### config.mk
export PLATFORM = sky130hd
export DESIGN_NAME = prog_frequency_divider
export DESIGN_NICKNAME = d
export VERILOG_FILES = /design/src/rtl/prog_freq_div_pkg.sv /design/src/rtl/freq_div_cfg_shadow.sv /design/src/rtl/prog_frequency_divider.sv
export SDC_FILE = /design/constraint.sdc
export NUM_CORES = 1
export LEC_CHECK = 0
export CORE_UTILIZATION = 50
export DETAILED_ROUTE_END_ITERATION = 6
export GPL_TIMING_DRIVEN = 0
export PLACE_DENSITY = 0.7
export SKIP_CTS_REPAIR_TIMING = 1
export SYNTH_ARGS = -nofsm -noshare
export SYNTH_HDL_FRONTEND = slang
export SYNTH_HIERARCHICAL = 1
export SYNTH_SLANG_ARGS = --single-unit
### constraint.sdc
create_clock -name clk -period 4.2 [get_ports clk]
set_input_delay 1.05 -clock clk [delete_from_list [all_inputs] [get_ports clk]]
set_output_delay 1.05 -clock clk [all_outputs]
set_load 0.01 [all_outputs]
### src/rtl/prog_freq_div_pkg.sv
// Shared types and constants for the programmable frequency divider.
package prog_freq_div_pkg;

    typedef enum logic {
        SQUARE = 1'b0,
        PULSE  = 1'b1
    } div_mode_e;

    localparam int MIN_PERIOD = 2;

    // A period below MIN_PERIOD would make P-1 zero or wrap, so it is refused.
    function automatic logic period_ok(input logic [31:0] period);
        return period >= 32'(MIN_PERIOD);
    endfunction

endpackage

### src/rtl/freq_div_cfg_shadow.sv
// Configuration handshake: validates offered settings, holds them in a shadow
// register and flags them pending until the counter core applies them.
import prog_freq_div_pkg::*;

module freq_div_cfg_shadow #(
    parameter int W = 16
) (
    input  logic         clk,
    input  logic         rst_n,
    input  logic         cfg_valid,
    input  logic [W-1:0] cfg_period,
    input  logic [W-1:0] cfg_high,
    input  logic         cfg_mode,
    input  logic         apply,
    output logic         cfg_ready,
    output logic         cfg_err,
    output logic         pending,
    output logic [W-1:0] shadow_period,
    output logic [W-1:0] shadow_high,
    output logic         shadow_mode
);

    typedef struct packed {
        logic [W-1:0] period;
        logic [W-1:0] high;
        div_mode_e    mode;
    } div_cfg_t;

    div_cfg_t shadow_reg, shadow_next;
    logic     pending_reg, pending_next;
    logic     err_reg, err_next;
    logic     accept;
    logic     period_valid;

    assign accept       = cfg_valid & ~pending_reg;
    assign period_valid = period_ok(32'(cfg_period));

    always_comb begin
        shadow_next  = shadow_reg;
        pending_next = pending_reg;
        err_next     = accept & ~period_valid;
        // apply only fires while pending, and no accept can occur while pending
        if (apply) begin
            pending_next = 1'b0;
        end else if (accept && period_valid) begin
            pending_next = 1'b1;
            shadow_next  = '{cfg_period, cfg_high, div_mode_e'(cfg_mode)};
        end
    end

    always_ff @(posedge clk or negedge rst_n) begin
        if (!rst_n) begin
            shadow_reg  <= '{'0, '0, SQUARE};
            pending_reg <= 1'b0;
            err_reg     <= 1'b0;
        end else begin
            shadow_reg  <= shadow_next;
            pending_reg <= pending_next;
            err_reg     <= err_next;
        end
    end

    assign cfg_ready     = ~pending_reg;
    assign cfg_err       = err_reg;
    assign pending       = pending_reg;
    assign shadow_period = shadow_reg.period;
    assign shadow_high   = shadow_reg.high;
    assign shadow_mode   = shadow_reg.mode;

endmodule

### src/rtl/prog_frequency_divider.sv
// Runtime-programmable clock divider: period P, high time H, square or pulse
// output, with new settings swapped in only at a period boundary or while idle.
import prog_freq_div_pkg::*;

module prog_frequency_divider #(
    parameter int W              = 16,
    parameter int DEFAULT_PERIOD = 18,
    parameter int DEFAULT_HIGH   = 9
) (
    input  logic         clk,
    input  logic         rst_n,
    input  logic         en,
    input  logic         cfg_valid,
    output logic         cfg_ready,
    input  logic [W-1:0] cfg_period,
    input  logic [W-1:0] cfg_high,
    input  logic         cfg_mode,
    output logic         cfg_err,
    output logic         divider_out,
    output logic         tick
);

    typedef struct packed {
        logic [W-1:0] period;
        logic [W-1:0] high;
        div_mode_e    mode;
    } div_cfg_t;

    div_cfg_t     active_reg, active_next;
    logic [W-1:0] cnt_reg, cnt_next;
    logic         out_reg, out_next;
    logic         tick_reg, tick_next;
    logic         wrap;
    logic         apply;
    logic         pending;
    logic [W-1:0] shadow_period;
    logic [W-1:0] shadow_high;
    logic         shadow_mode;

    freq_div_cfg_shadow #(
        .W(W)
    ) u_cfg_shadow (
        .clk          (clk),
        .rst_n        (rst_n),
        .cfg_valid    (cfg_valid),
        .cfg_period   (cfg_period),
        .cfg_high     (cfg_high),
        .cfg_mode     (cfg_mode),
        .apply        (apply),
        .cfg_ready    (cfg_ready),
        .cfg_err      (cfg_err),
        .pending      (pending),
        .shadow_period(shadow_period),
        .shadow_high  (shadow_high),
        .shadow_mode  (shadow_mode)
    );

    assign wrap  = (cnt_reg == active_reg.period - W'(1));
    assign apply = pending & (~en | wrap);

    always_comb begin
        active_next = active_reg;
        cnt_next    = '0;
        out_next    = 1'b0;
        tick_next   = 1'b0;
        if (en) begin
            tick_next = wrap;
            out_next  = (active_reg.mode == PULSE) ? wrap : (cnt_reg < active_reg.high);
            cnt_next  = wrap ? '0 : cnt_reg + W'(1);
        end
        // outputs above still reflect the old settings on the swap edge
        if (apply) begin
            active_next = '{shadow_period, shadow_high, div_mode_e'(shadow_mode)};
            cnt_next    = '0;
        end
    end

    always_ff @(posedge clk or negedge rst_n) begin
        if (!rst_n) begin
            active_reg <= '{W'(DEFAULT_PERIOD), W'(DEFAULT_HIGH), SQUARE};
            cnt_reg    <= '0;
            out_reg    <= 1'b0;
            tick_reg   <= 1'b0;
        end else begin
            active_reg <= active_next;
            cnt_reg    <= cnt_next;
            out_reg    <= out_next;
            tick_reg   <= tick_next;
        end
    end

    assign divider_out = out_reg;
    assign tick        = tick_reg;

endmodule

==> metrics.log, run 1 <==
[metrics] outcome: finished clean
[metrics] Hold Violations, Final: 0
[metrics] CP required: 4.46 ns
[metrics] Lkg Pwr: ~0.0028 uW
[metrics] final critical-path share of the clock period: about nine tenths
[metrics] HPWL reported at the end of detailed placement: between 10000 and 15000 um
[metrics] synthesized area: about 5500 sq um
[metrics] worst setup path start: active_reg[17]
[metrics] largest driver fanout on the critical path: 10
[metrics] synthesis warning total: 6
[metrics] sequential fraction of the synthesis area: 39.3%
[metrics] worst min path class: reg -> reg
[metrics] normalized max-slew margin: 61.0%
[metrics] number of instances in the synthesized netlist: between 600 and 700
[metrics] buffers from clock root to sink, at most: 2
[metrics] category of cells accounting for the largest share of critical-path delay: simple AND/OR/NAND/NOR gates
[metrics] Post-Route WL: ~15000 um
[metrics] highest attainable clock frequency: 259 MHz
[metrics] number of nets produced by synthesis: 674
[metrics] total vias in the final route: about 4900
[metrics] flip-flop and latch count after synthesis: 86
[metrics] clock sink total: 86
[metrics] Synth Flop Type: sky130_fd_sc_hd__dfrtp_1
[metrics] vias per cell: between 6 and 7
[metrics] overall fraction of global-route tracks in use: around 28%
[metrics] clock-pin slew on the worst setup and hold paths: 0.10 ns
[metrics] max-cap check violation count: 0
[metrics] core area: roughly 10000 sq um
[metrics] vias in the first global route: 4706
[metrics] number of flip-flops under the largest register name: 33
[metrics] insertion delay to the later sink of the worst-skew pair: approximately 0.37 ns
[metrics] fin nets: ~730
[metrics] Critical-path top delay cell: sky130_fd_sc_hd__or3b_2
[metrics] worst hold path startpoint: active_reg[18]
[metrics] mean instance size in the synthesized netlist: between 8 and 9 sq um
[metrics] number of synthesized flops with an enable pin: 0
[metrics] RSZ-0062 raised after global routing: false
[metrics] post-route insts no fill: 813
[metrics] num ports: just over 40
[metrics] number of antenna repair diodes: 0
[metrics] fraction of registers with async set or reset after synthesis: 100%
[metrics] cell repeated most along the worst path: sky130_fd_sc_hd__inv_1
[metrics] WP buf/inv: 4
[metrics] CTS HTree Levels: 3
[metrics] Std-Cell Rows: 37
[metrics] areal power density over the cells: 585 nW/um^2
[metrics] IR drop worst, VDD: about 0.40 mV
[metrics] starting density of the core: a little over half
[metrics] worst reg2reg path startpoint: active_reg[17]
[metrics] clock root buffer: sky130_fd_sc_hd__clkbuf_8
[metrics] clock buffers created by TritonCTS: 9
[metrics] global-route wire length before repair: ~25000 um
[metrics] kind of end point of the critical path: flop
[metrics] Cell variety after synth: 56
[metrics] WS Path Type: reg -> reg
[metrics] utilization after layout: between 60% and 70%
[metrics] initial antenna violation count: 0
[metrics] maximum cell stage delay along the critical path: between 0.5 and 0.6 ns
[metrics] drt pass-1 iters: 5
[metrics] maximum number of pins on one net before global-route repair: 45
[metrics] CP Data Arrival Time: approximately 4.1 ns
[metrics] global route total overflow: 0
[metrics] cell total after placement: about 800
[metrics] Final min period: roughly 3.9 ns
[metrics] Die Span Y: around 110 um
[metrics] number of violations reported at the end of detailed-routing iteration 0: 522
[metrics] measured slew at the worst slew-check pin: approximately 0.58 ns
[metrics] CTS tree: done
[metrics] Setup-failing EPs final: 0
[metrics] total count of max-transition violations in the final report: 0
[metrics] number of remaining DRC errors: 0
[metrics] routability congestion estimate from global placement: about 0.9
[metrics] IO Port Bufs: 39
[metrics] Area growth, synth to finish: 14.8%
[metrics] CP cell instances: clkbuf_1 -> inv_1 -> ha_1 -> or3b_2 -> or3_1 -> a211o_1 -> a21oi_2 -> nand4_2 -> o21ai_4 -> and2_1 -> inv_1 -> nand4_4 -> buf_12 -> mux2_4
[metrics] horizontal extent of the die: about 110 um
[metrics] skew final: 0.0121 ns
[metrics] layout cells sized above 1: between 10 and 15%
[metrics] CP startpoint kind: flop
[metrics] remaining number of nets flagged by the antenna check after routing: 0
[metrics] area of the die: about 11000 sq um
[metrics] average wire length per cell after detail routing: about 18 um
==> worst paths after layout <==
path	endpoint	slack, ns	cells after the start
setup / recovery	u_cfg_shadow/shadow_high[3]	0.35	14
hold / removal	active_reg[18]	0.52	2
setup reg to reg	u_cfg_shadow/shadow_high[3]	0.35	14
hold reg to reg	active_reg[18]	0.52	2
max in group asynchronous	active_reg[21]	2.85	2
min in group asynchronous	active_reg[7]	0.67	1
==> power breakdown <==
| part | switching, uW | internal [uW] | leakage [uW] |
|---|---|---|---|
| logic | 832 | 732 | 0.00172 |
| registers | 330 | 1150 | 0.000992 |
| clock network | 352 | 290 | 0.000109 |
==> layout by cell type (no fill, tap or decap), types with 4 or more instances in the layout <==
master                            synthesis  routed
sky130_fd_sc_hd__xnor2_1                 15      15
sky130_fd_sc_hd__ha_1                    17      17
sky130_fd_sc_hd__nor3b_1                  5       5
sky130_fd_sc_hd__clkdlybuf4s50_1          0      38
sky130_fd_sc_hd__mux2_2                   4       4
sky130_fd_sc_hd__buf_2                    4       4
sky130_fd_sc_hd__clkbuf_1                32      32
sky130_fd_sc_hd__a31oi_1                 34      34
sky130_fd_sc_hd__nor3_1                   8       8
sky130_fd_sc_hd__a21o_1                   5       5
sky130_fd_sc_hd__nand3_1                 78      78
sky130_fd_sc_hd__a21oi_1                  5       5
sky130_fd_sc_hd__o21ai_0                 40      40
sky130_fd_sc_hd__nor2b_1                  4       4
sky130_fd_sc_hd__dfstp_2                  4       4
sky130_fd_sc_hd__nand2_1                 78      78
sky130_fd_sc_hd__a211oi_1                 5       5
sky130_fd_sc_hd__buf_1                    4       4
sky130_fd_sc_hd__nand4_1                  6       6
sky130_fd_sc_hd__or3_1                   34      34
sky130_fd_sc_hd__and3_1                   6       6
sky130_fd_sc_hd__nor2_1                  25      25
sky130_fd_sc_hd__inv_1                   37      37
sky130_fd_sc_hd__mux2_4                  29      29
sky130_fd_sc_hd__clkbuf_8                 0       9
sky130_fd_sc_hd__dfrtp_1                 82      82
sky130_fd_sc_hd__xor2_1                  14      14
sky130_fd_sc_hd__nor4_1                   7       7
==> synth_stat cells (all sizes together), types with 13 or more instances <==
cell | n | area [sq um]
nand3 | 78 | 390
clkbuf | 35 | 135
buf | 13 | 114
ha | 17 | 213
o21ai | 41 | 209
nor2 | 25 | 93.8
dfrtp | 82 | 2050
nand2 | 78 | 293
xor2 | 14 | 123
or3 | 34 | 213
mux2 | 33 | 480
xnor2 | 15 | 131
inv | 37 | 139
a31oi | 34 | 213
==> cell type report <==
cell class | instances | area, sq um
Fill cell | 923 | 4160
Multi-Input combinational cell | 449 | 2950
Sequential cell | 86 | 2160
Timing Repair Buffer | 41 | 423
Buffer | 48 | 249
Tap cell | 136 | 170
Inverter | 37 | 139
Clock buffer | 9 | 124
Clock inverter | 7 | 88.8
==> stage by stage <==
step / TNS (ns) / cell area [sq um] / total power (uW) / setup WS [ns] / hold slack [ns]
3_5_place_dp: 0 / 6070 / 3010 / 0.109 / 0.513
5_1_grt: 0 / 6300 / 3930 / 0.158 / 0.564
6_report: 0 / 6300 / 3690 / 0.345 / 0.523
4_1_cts: 0 / 6280 / 3660 / 0.0926 / 0.525
2_1_floorplan: 0 / 5490 / 2550 / 0.797 / 0.489
3_3_place_gp: -95.28 / 6050 / 2930 / -1.16 / 0.501
==> metal layers <==
metal  wire [um]  global-route usage (%)
met3        1020                    4.26
met5           0                       0
met2        6570                    40.6
met4         265                    10.1
met1        7130                    41.5
==> worst register-to-register path, delay by kind of cell, from the launching register on <==
kind | cells | cell delay (ns)
fa+ha+maj | 1 | 0.27
compound gates | 3 | 0.68
simple gates | 5 | 1.57
buf+inv | 4 | 0.57
mux | 1 | 0.31
flops | 1 | 0.37
==> cell families (layout without fill, tap and decap cells) <==
family                   after synthesis  count (layout)  share of synthesized area (%)
AND/OR/NAND/NOR                      265             265                           24.5
AO/OA/AOI/OAI                        105             105                           11.9
flip-flops                            86              86                           39.3
buffers and inverters                 85             142                           7.07
multiplexers                          33              33                           8.76
XOR/XNOR                              29              29                           4.63
adder cells (fa/ha/maj)               17              17                           3.88
Power figures use the tool's default switching activity.
==> run 2, diff against run 1 <==
--- a/config.mk
+++ b/config.mk
@@ -9,7 +9,9 @@
 export DETAILED_ROUTE_END_ITERATION = 6
 export GPL_TIMING_DRIVEN = 0
 export PLACE_DENSITY = 0.7
+export REMOVE_ABC_BUFFERS = 1
 export SKIP_CTS_REPAIR_TIMING = 1
+export SLEW_MARGIN = 10
 export SYNTH_ARGS = -nofsm -noshare
 export SYNTH_HDL_FRONTEND = slang
 export SYNTH_HIERARCHICAL = 1
==> run 2 against run 1 <==
- total power down 1.7%
- clock power grew 6.4%
- critical path depth down 1
- wire length down 11%
- die area stayed put
- combinational power is 11% lower
- clock-buffer cell count grew 4
- critical path type unchanged
- largest cell class unchanged
- highest routed layer unchanged
==> metrics.log, run 2 (synthesis results as in run 1) <==
[metrics] post-route total power: 3620 uW (was 3690 uW)
[metrics] CP cell instances: inv_1 -> ha_1 -> or3b_2 -> or3_1 -> a211o_1 -> a21oi_2 -> nand4_4 -> o21ai_4 -> and2_1 -> inv_1 -> nand4_4 -> buf_12 -> mux2_4 (was clkbuf_1 -> inv_1 -> ha_1 -> or3b_2 -> or3_1 -> a211o_1 -> a21oi_2 -> nand4_2 -> o21ai_4 -> and2_1 -> inv_1 -> nand4_4 -> buf_12 -> mux2_4)
[metrics] kind of end point of the critical path: flop (unchanged)
[metrics] number of remaining DRC errors: 0 (unchanged)
[metrics] starting density of the core: 52.4% (unchanged)
[metrics] Critical-path top delay cell: sky130_fd_sc_hd__or3b_2 (unchanged)
[metrics] total negative slack: 0 ns (unchanged)
[metrics] average wire length per cell after detail routing: 17.2 um (was 18.4 um)
[metrics] worst setup slack before clock tree synthesis: -0.643 ns (was 0.109 ns)
[metrics] clock-pin slew on the worst setup and hold paths: 0.08 ns (was 0.10 ns)
[metrics] FF-to-FF path depth: 13 (was 14)
[metrics] vias per cell: 6.04 (was 6.07)
[metrics] HPWL reported at the end of detailed placement: 8150 um (was 10800 um)
[metrics] IO Port Bufs: 40 (was 39)
[metrics] utilization after layout: 60.3% (was 60.2%)
[metrics] CP startpoint kind: flop (unchanged)
[metrics] horizontal extent of the die: 107 um (unchanged)
[metrics] num ports: 41 (unchanged)
[metrics] worst hold path startpoint: active_reg[4] (was active_reg[18])
[metrics] number of flip-flops under the largest register name: 33 (unchanged)
[metrics] remaining number of nets flagged by the antenna check after routing: 0 (unchanged)
[metrics] vias in the first global route: 4437 (was 4706)
[metrics] category of cells accounting for the largest share of critical-path delay: simple AND/OR/NAND/NOR gates (unchanged)
[metrics] Hold Path Sink: active_reg[4] (was active_reg[18])
[metrics] CP required: 4.47 ns (was 4.46 ns)
[metrics] Hold Violations, Final: 0 (unchanged)
[metrics] Hold Path Cell Cnt: 2 (unchanged)
[metrics] CP Data Arrival Time: 4.36 ns (was 4.12 ns)
[metrics] clock sink total: 86 (unchanged)
[metrics] overall fraction of global-route tracks in use: 23.8% (was 27.8%)
[metrics] drt pass-1 iters: 5 (unchanged)
[metrics] largest driver fanout on the critical path: 17 (was 10)
[metrics] IR drop worst, VDD: 0.289 mV (was 0.396 mV)
[metrics] Setup-failing EPs final: 0 (unchanged)
[metrics] global-route wire length before repair: 21400 um (was 24600 um)
[metrics] skew final: 0.00991 ns (was 0.0121 ns)
[metrics] WP buf/inv: 3 (was 4)
[metrics] max-cap check violation count: 0 (unchanged)
[metrics] Post-Route WL: 13400 um (was 15000 um)
[metrics] total vias in the final route: 4697 (was 4933)
[metrics] Area growth, synth to finish: 15.0% (was 14.8%)
[metrics] global route total overflow: 0 (unchanged)
[metrics] final critical-path share of the clock period: 97.3% (was 91.8%)
[metrics] routability congestion estimate from global placement: 0.826 (was 0.897)
[metrics] core area: 10500 sq um (unchanged)
[metrics] CTS HTree Levels: 3 (unchanged)
[metrics] top library cells by usage in the layout, fill and taps aside: sky130_fd_sc_hd__dfrtp_1 (81), sky130_fd_sc_hd__nand2_1 (78), sky130_fd_sc_hd__nand3_1 (78) (was sky130_fd_sc_hd__dfrtp_1 (82), sky130_fd_sc_hd__nand2_1 (78), sky130_fd_sc_hd__nand3_1 (78))
[metrics] clock buffers created by TritonCTS: 9 (unchanged)
[metrics] number of violations reported at the end of detailed-routing iteration 0: 455 (was 522)
[metrics] most frequent standard cell in the layout excluding fill and tap cells: sky130_fd_sc_hd__dfrtp_1 (unchanged)
[metrics] maximum cell stage delay along the critical path: 0.54 ns (was 0.55 ns)
[metrics] total count of max-transition violations in the final report: 0 (unchanged)
[metrics] fin nets: 691 (was 726)
[metrics] area of the die: 11400 sq um (unchanged)
[metrics] Std-Cell Rows: 37 (unchanged)
[metrics] areal power density over the cells: 575 nW/um^2 (was 585 nW/um^2)
[metrics] Final Worst Setup Slack: 0.115 ns (was 0.345 ns)
[metrics] CTS tree: done (unchanged)
[metrics] WS Path Type: reg -> reg (unchanged)
[metrics] number of antenna repair diodes: 0 (unchanged)
[metrics] clock root buffer: sky130_fd_sc_hd__clkbuf_8 (unchanged)
[metrics] normalized max-slew margin: 42.1% (was 61.0%)
[metrics] insertion delay to the later sink of the worst-skew pair: 0.39 ns (was 0.37 ns)
[metrics] worst reg2reg path startpoint: active_reg[17] (unchanged)
[metrics] initial antenna violation count: 0 (unchanged)
[metrics] Die Span Y: 107 um (unchanged)
[metrics] Reg2Reg Capture Point: u_cfg_shadow/shadow_high[4] (was u_cfg_shadow/shadow_high[3])
[metrics] Lkg Pwr: 0.00286 uW (was 0.00282 uW)
[metrics] outcome: finished clean (unchanged)
[metrics] worst reg-to-reg setup slack: 0.11 ns (was 0.35 ns)
[metrics] layout cells sized above 1: 12.6% (was 11.2%)
[metrics] Final min period: 4.09 ns (was 3.85 ns)
[metrics] buffers from clock root to sink, at most: 2 (unchanged)
[metrics] measured slew at the worst slew-check pin: 0.867 ns (was 0.584 ns)
[metrics] maximum number of pins on one net before global-route repair: 64 (was 45)
[metrics] worst min path class: reg -> reg (unchanged)
[metrics] highest attainable clock frequency: 245 MHz (was 259 MHz)
[run 2: cell count changes in the layout (fill, tap and decap cells not counted), sizes merged]
cell      delta
clkbuf      -31
inv          -4
buf          -2
clkinv       -2
nand4        +2
bufinv       +1
clkinvlp     +1
[run 2: final cells by class]
type	count	area [sq um]
repair buffers	52	591
inverters	37	139
clock inverters	3	67.6
multi-input cells	451	3020
clock buffers	13	159
flip-flops and latches	86	2160
well taps	136	170
fillers	929	4160
[run 2: power by group]
| part | internal [uW] | total, uW | switching, uW |
|---|---|---|---|
| registers | 1150 | 1550 | 396 |
| clock network | 368 | 682 | 314 |
| logic | 721 | 1390 | 671 |
| total | 2240 | 3620 | 1380 |
[run 2: through the flow]
stage / cell area, sq um / cells / hold WS [ns]
floorplan: 5240 / 572 / 0.486
global placement: 5810 / 748 / 0.498
detailed placement: 5930 / 753 / 0.519
CTS: 6150 / 769 / 0.533
global route: 6310 / 778 / 0.556
finish: 6310 / 778 / 0.533
[run 2: how the worst max path moves through the flow]
stage / start / endpoint / slack (ns) / cells after the start
floorplan: active_reg[17] / u_cfg_shadow/shadow_period[10] / -0.53 / 12
global placement: active_reg[17] / u_cfg_shadow/shadow_high[6] / -1.94 / 12
detailed placement: active_reg[17] / u_cfg_shadow/shadow_high[4] / -0.64 / 13
CTS: active_reg[17] / u_cfg_shadow/shadow_period[9] / -0.66 / 13
global route: active_reg[17] / u_cfg_shadow/shadow_period[3] / -0.02 / 13
finish: active_reg[17] / u_cfg_shadow/shadow_high[4] / 0.11 / 13
[run 2: worst register-to-register path: stages (launching register included)]
cell	delay [ns]
sky130_fd_sc_hd__dfrtp_1	0.46
sky130_fd_sc_hd__inv_1	0.10
sky130_fd_sc_hd__ha_1	0.23
sky130_fd_sc_hd__or3b_2	0.54
sky130_fd_sc_hd__or3_1	0.37
sky130_fd_sc_hd__a211o_1	0.30
sky130_fd_sc_hd__a21oi_2	0.29
sky130_fd_sc_hd__nand4_4	0.34
sky130_fd_sc_hd__o21ai_4	0.30
sky130_fd_sc_hd__and2_1	0.23
sky130_fd_sc_hd__inv_1	0.15
sky130_fd_sc_hd__nand4_4	0.11
sky130_fd_sc_hd__buf_12	0.21
sky130_fd_sc_hd__mux2_4	0.34
[run 2: metal layers]
metal  part of all wire (%)  track usage (%)
met1                     45             31.2
met2                     49             39.4
met3                    4.2             5.78
met4                    1.6             6.16
met5                      0                0
==> run 3, diff against run 2 <==
--- a/config.mk
+++ b/config.mk
@@ -5,12 +5,11 @@
 export SDC_FILE = /design/constraint.sdc
 export NUM_CORES = 1
 export LEC_CHECK = 0
-export CORE_UTILIZATION = 50
+export CORE_UTILIZATION = 25
 export DETAILED_ROUTE_END_ITERATION = 6
 export GPL_TIMING_DRIVEN = 0
-export PLACE_DENSITY = 0.7
-export REMOVE_ABC_BUFFERS = 1
 export SKIP_CTS_REPAIR_TIMING = 1
+export SKIP_LAST_GASP = 1
 export SLEW_MARGIN = 10
 export SYNTH_ARGS = -nofsm -noshare
 export SYNTH_HDL_FRONTEND = slang
==> run 3 against run 2 <==
- via count is 1.7% higher
- maximum frequency up 3.4%
- sequential power decreased by 6%
- sequential cell count unchanged
- clock-buffer cell count down 1
- final cell count grew 22%
- wire length rose by 12%
- clock skew fell by 0.0029 ns
- worst hold slack worse by 0.017 ns
- total power grew 5.5%
- global-route usage shrank 9.8 points
- critical path type unchanged
- critical endpoint is now u_cfg_shadow/shadow_high[9]
- highest routed layer unchanged
==> metrics.log, run 3 (synthesis results as in run 1) <==
[metrics] maximum cell stage delay along the critical path: 0.54 ns (about the same)
[metrics] overall fraction of global-route tracks in use: 14.0% (was 23.8%)
[metrics] worst setup slack before clock tree synthesis: 0.176 ns (was -0.643 ns)
[metrics] Die Span Y: 150 um (was 107 um)
[metrics] Critical-path top delay cell: sky130_fd_sc_hd__or3b_2 (unchanged)
[metrics] most frequent standard cell in the layout excluding fill and tap cells: sky130_fd_sc_hd__dfrtp_1 (unchanged)
[metrics] maximum number of pins on one net before global-route repair: 49 (was 64)
[metrics] Psw: 1460 uW (was 1380 uW)
[metrics] number of fill cells in the layout: 2234 (was 929)
[metrics] Setup-failing EPs final: 0 (unchanged)
[metrics] final critical-path share of the clock period: 94.1% (was 97.3%)
[metrics] vias in the first global route: 4451 (was 4437)
[metrics] clock buffers created by TritonCTS: 9 (unchanged)
[metrics] clock-pin slew on the worst setup and hold paths: 0.06 ns (was 0.08 ns)
[metrics] layout cells sized above 1: 10.8% (was 12.6%)
[metrics] post-route total power: 3820 uW (was 3620 uW)
[metrics] CP startpoint kind: flop (unchanged)
[metrics] worst setup path start: active_reg[17] (unchanged)
[metrics] number of flip-flops under the largest register name: 33 (unchanged)
[metrics] remaining number of nets flagged by the antenna check after routing: 0 (unchanged)
[metrics] FF-to-FF path depth: 14 (was 13)
[metrics] Post-Route WL: 14900 um (was 13400 um)
[metrics] num ports: 41 (unchanged)
[metrics] Design Area, Final: 6550 sq um (was 6310 sq um)
[metrics] core area: 21300 sq um (was 10500 sq um)
[metrics] max-cap check violation count: 0 (unchanged)
[metrics] total negative slack: 0 ns (unchanged)
[metrics] IR drop worst, VDD: 0.360 mV (was 0.289 mV)
[metrics] Final min period: 3.95 ns (was 4.09 ns)
[metrics] CTS tree: done (unchanged)
[metrics] highest attainable clock frequency: 253 MHz (was 245 MHz)
[metrics] Hold Path Cell Cnt: 2 (unchanged)
[metrics] buffers from clock root to sink, at most: 2 (unchanged)
[metrics] CP cell instances: clkbuf_1 -> inv_1 -> ha_1 -> or3b_2 -> or3_1 -> a211o_1 -> a21oi_2 -> nand4_2 -> o21ai_4 -> and2_1 -> inv_1 -> nand4_4 -> buf_12 -> mux2_4 (was inv_1 -> ha_1 -> or3b_2 -> or3_1 -> a211o_1 -> a21oi_2 -> nand4_4 -> o21ai_4 -> and2_1 -> inv_1 -> nand4_4 -> buf_12 -> mux2_4)
[metrics] global-route wire length before repair: 24600 um (was 21400 um)
[metrics] number of antenna repair diodes: 0 (unchanged)
[metrics] tightest hold margin: 0.516 ns (was 0.533 ns)
[metrics] Lkg Pwr: 0.00285 uW (was 0.00286 uW)
[metrics] combinational cell fraction of total power: 40.7% (was 38.4%)
[metrics] cell area after placement: 6250 sq um (was 5930 sq um)
[metrics] total count of max-transition violations in the final report: 0 (unchanged)
[metrics] CP Data Arrival Time: 4.18 ns (was 4.36 ns)
[metrics] worst reg2reg path startpoint: active_reg[17] (unchanged)
[metrics] CTS HTree Levels: 3 (unchanged)
[metrics] Hold Violations, Final: 0 (unchanged)
[metrics] worst min path class: reg -> reg (unchanged)
[metrics] number of remaining DRC errors: 0 (unchanged)
[metrics] skew final: 0.00700 ns (was 0.00991 ns)
[metrics] CP required: 4.43 ns (was 4.47 ns)
[metrics] HPWL reported at the end of detailed placement: 10900 um (was 8150 um)
[metrics] kind of end point of the critical path: flop (unchanged)
[metrics] measured slew at the worst slew-check pin: 0.651 ns (was 0.867 ns)
[metrics] initial antenna violation count: 0 (unchanged)
[metrics] category of cells accounting for the largest share of critical-path delay: simple AND/OR/NAND/NOR gates (unchanged)
[metrics] Sequential Power Share: 38.2% (was 42.8%)
[metrics] drt pass-1 iters: 6 (was 5)
[metrics] clock root buffer: sky130_fd_sc_hd__clkbuf_16 (was sky130_fd_sc_hd__clkbuf_8)
[metrics] stages on the worst setup path: 14 (was 13)
[metrics] IO Port Bufs: 39 (was 40)
[metrics] clock sink total: 86 (unchanged)
[metrics] proportion of total power due to net switching: 38.2% (was 38.1%)
[metrics] Clock Power Share: 21.1% (was 18.8%)
[metrics] Int Pwr: 2360 uW (was 2240 uW)
[metrics] areal power density over the cells: 584 nW/um^2 (was 575 nW/um^2)
[metrics] vias per cell: 5.02 (was 6.04)
[metrics] average wire length per cell after detail routing: 15.7 um (was 17.2 um)
[metrics] area of the die: 22500 sq um (was 11400 sq um)
[metrics] RSZ-0062 raised after global routing: false
[metrics] cell repeated most along the worst path: sky130_fd_sc_hd__inv_1
[metrics] worst hold path startpoint: active_reg[4] (unchanged)
[metrics] horizontal extent of the die: 150 um (was 107 um)
[metrics] normalized max-slew margin: 56.2% (was 42.1%)
[metrics] Area growth, synth to finish: 19.3% (was 15.0%)
[metrics] starting density of the core: 25.8% (was 52.4%)
[metrics] top library cells by usage in the layout, fill and taps aside: sky130_fd_sc_hd__dfrtp_1 (82), sky130_fd_sc_hd__nand2_1 (78), sky130_fd_sc_hd__nand3_1 (78) (was sky130_fd_sc_hd__dfrtp_1 (81), sky130_fd_sc_hd__nand2_1 (78), sky130_fd_sc_hd__nand3_1 (78))
[metrics] total vias in the final route: 4776 (was 4697)
[metrics] WP buf/inv: 4 (was 3)
[metrics] fin nets: 725 (was 691)
[metrics] Final Worst Setup Slack: 0.248 ns (was 0.115 ns)
[metrics] WS Path Type: reg -> reg (unchanged)
[metrics] number of violations reported at the end of detailed-routing iteration 0: 401 (was 455)
[metrics] largest driver fanout on the critical path: 10 (was 17)
[metrics] insertion delay to the later sink of the worst-skew pair: 0.34 ns (was 0.39 ns)
[metrics] outcome: finished clean (unchanged)
[metrics] routability congestion estimate from global placement: 0.861 (was 0.826)
[metrics] global route total overflow: 0 (unchanged)
[metrics] Std-Cell Rows: 53 (was 37)
-- run 3: changes by cell type in the layout (fill, tap and decap cells not counted), sizes merged --
| cell | previous run | this run |
|---|---|---|
| buf | 14 | 15 |
| bufinv | 2 | 1 |
| clkbuf | 13 | 47 |
| clkinv | 0 | 2 |
| nand4 | 10 | 8 |
-- run 3: worst register-to-register path, cell delays in order, from the launching register on --
cell and delay (ns):
sky130_fd_sc_hd__dfrtp_1 0.35, sky130_fd_sc_hd__clkbuf_1 0.19, sky130_fd_sc_hd__inv_1 0.15, sky130_fd_sc_hd__ha_1 0.26
sky130_fd_sc_hd__or3b_2 0.54, sky130_fd_sc_hd__or3_1 0.37, sky130_fd_sc_hd__a211o_1 0.30, sky130_fd_sc_hd__a21oi_2 0.14
sky130_fd_sc_hd__nand4_2 0.23, sky130_fd_sc_hd__o21ai_4 0.35, sky130_fd_sc_hd__and2_1 0.21, sky130_fd_sc_hd__inv_1 0.07
sky130_fd_sc_hd__nand4_4 0.19, sky130_fd_sc_hd__buf_12 0.18, sky130_fd_sc_hd__mux2_4 0.31
-- run 3: worst paths after layout --
path                                          endpoint  slack, ns
setup / recovery           u_cfg_shadow/shadow_high[9]       0.25
hold / removal                           active_reg[4]       0.52
setup reg to reg           u_cfg_shadow/shadow_high[9]       0.25
hold reg to reg                          active_reg[4]       0.52
max in group asynchronous               active_reg[21]       2.83
min in group asynchronous  u_cfg_shadow/shadow_high[5]       0.67
-- run 3: power by group through the flow --
stage | Clock, uW | Sequential, uW | Combinational [uW]
floorplan | 0 | 1360 | 1190
global placement | 0 | 1450 | 1510
detailed placement | 0 | 1470 | 1540
CTS | 827 | 1450 | 1550
global route | 858 | 1510 | 1740
finish | 808 | 1460 | 1550
-- run 3: area by class of cell --
type	instances	area [sq um]	area share (%)
well taps	275	344	5.26
repair buffers	40	415	6.34
flip-flops and latches	86	2160	32.9
multi-input cells	449	2950	45.0
clock inverters	4	47.5	0.726
clock buffers	12	246	3.76
plain buffers	48	249	3.80
inverters	37	139	2.12
-- run 3: layer usage --
metal,global-route usage (%),vias to the layer above,routed length (um)
li1,-,2294,-
met1,20.0,2330,7220
met2,22.1,140,6860
met3,1.85,12,622
met4,3.89,0,218
met5,0,-,0
-- run 3: through the flow --
step                util, %  instances
finish                 30.8        951
global route           30.8        951
CTS                    30.7        951
global placement       29.2        934
floorplan                 -        620
detailed placement     29.3        935
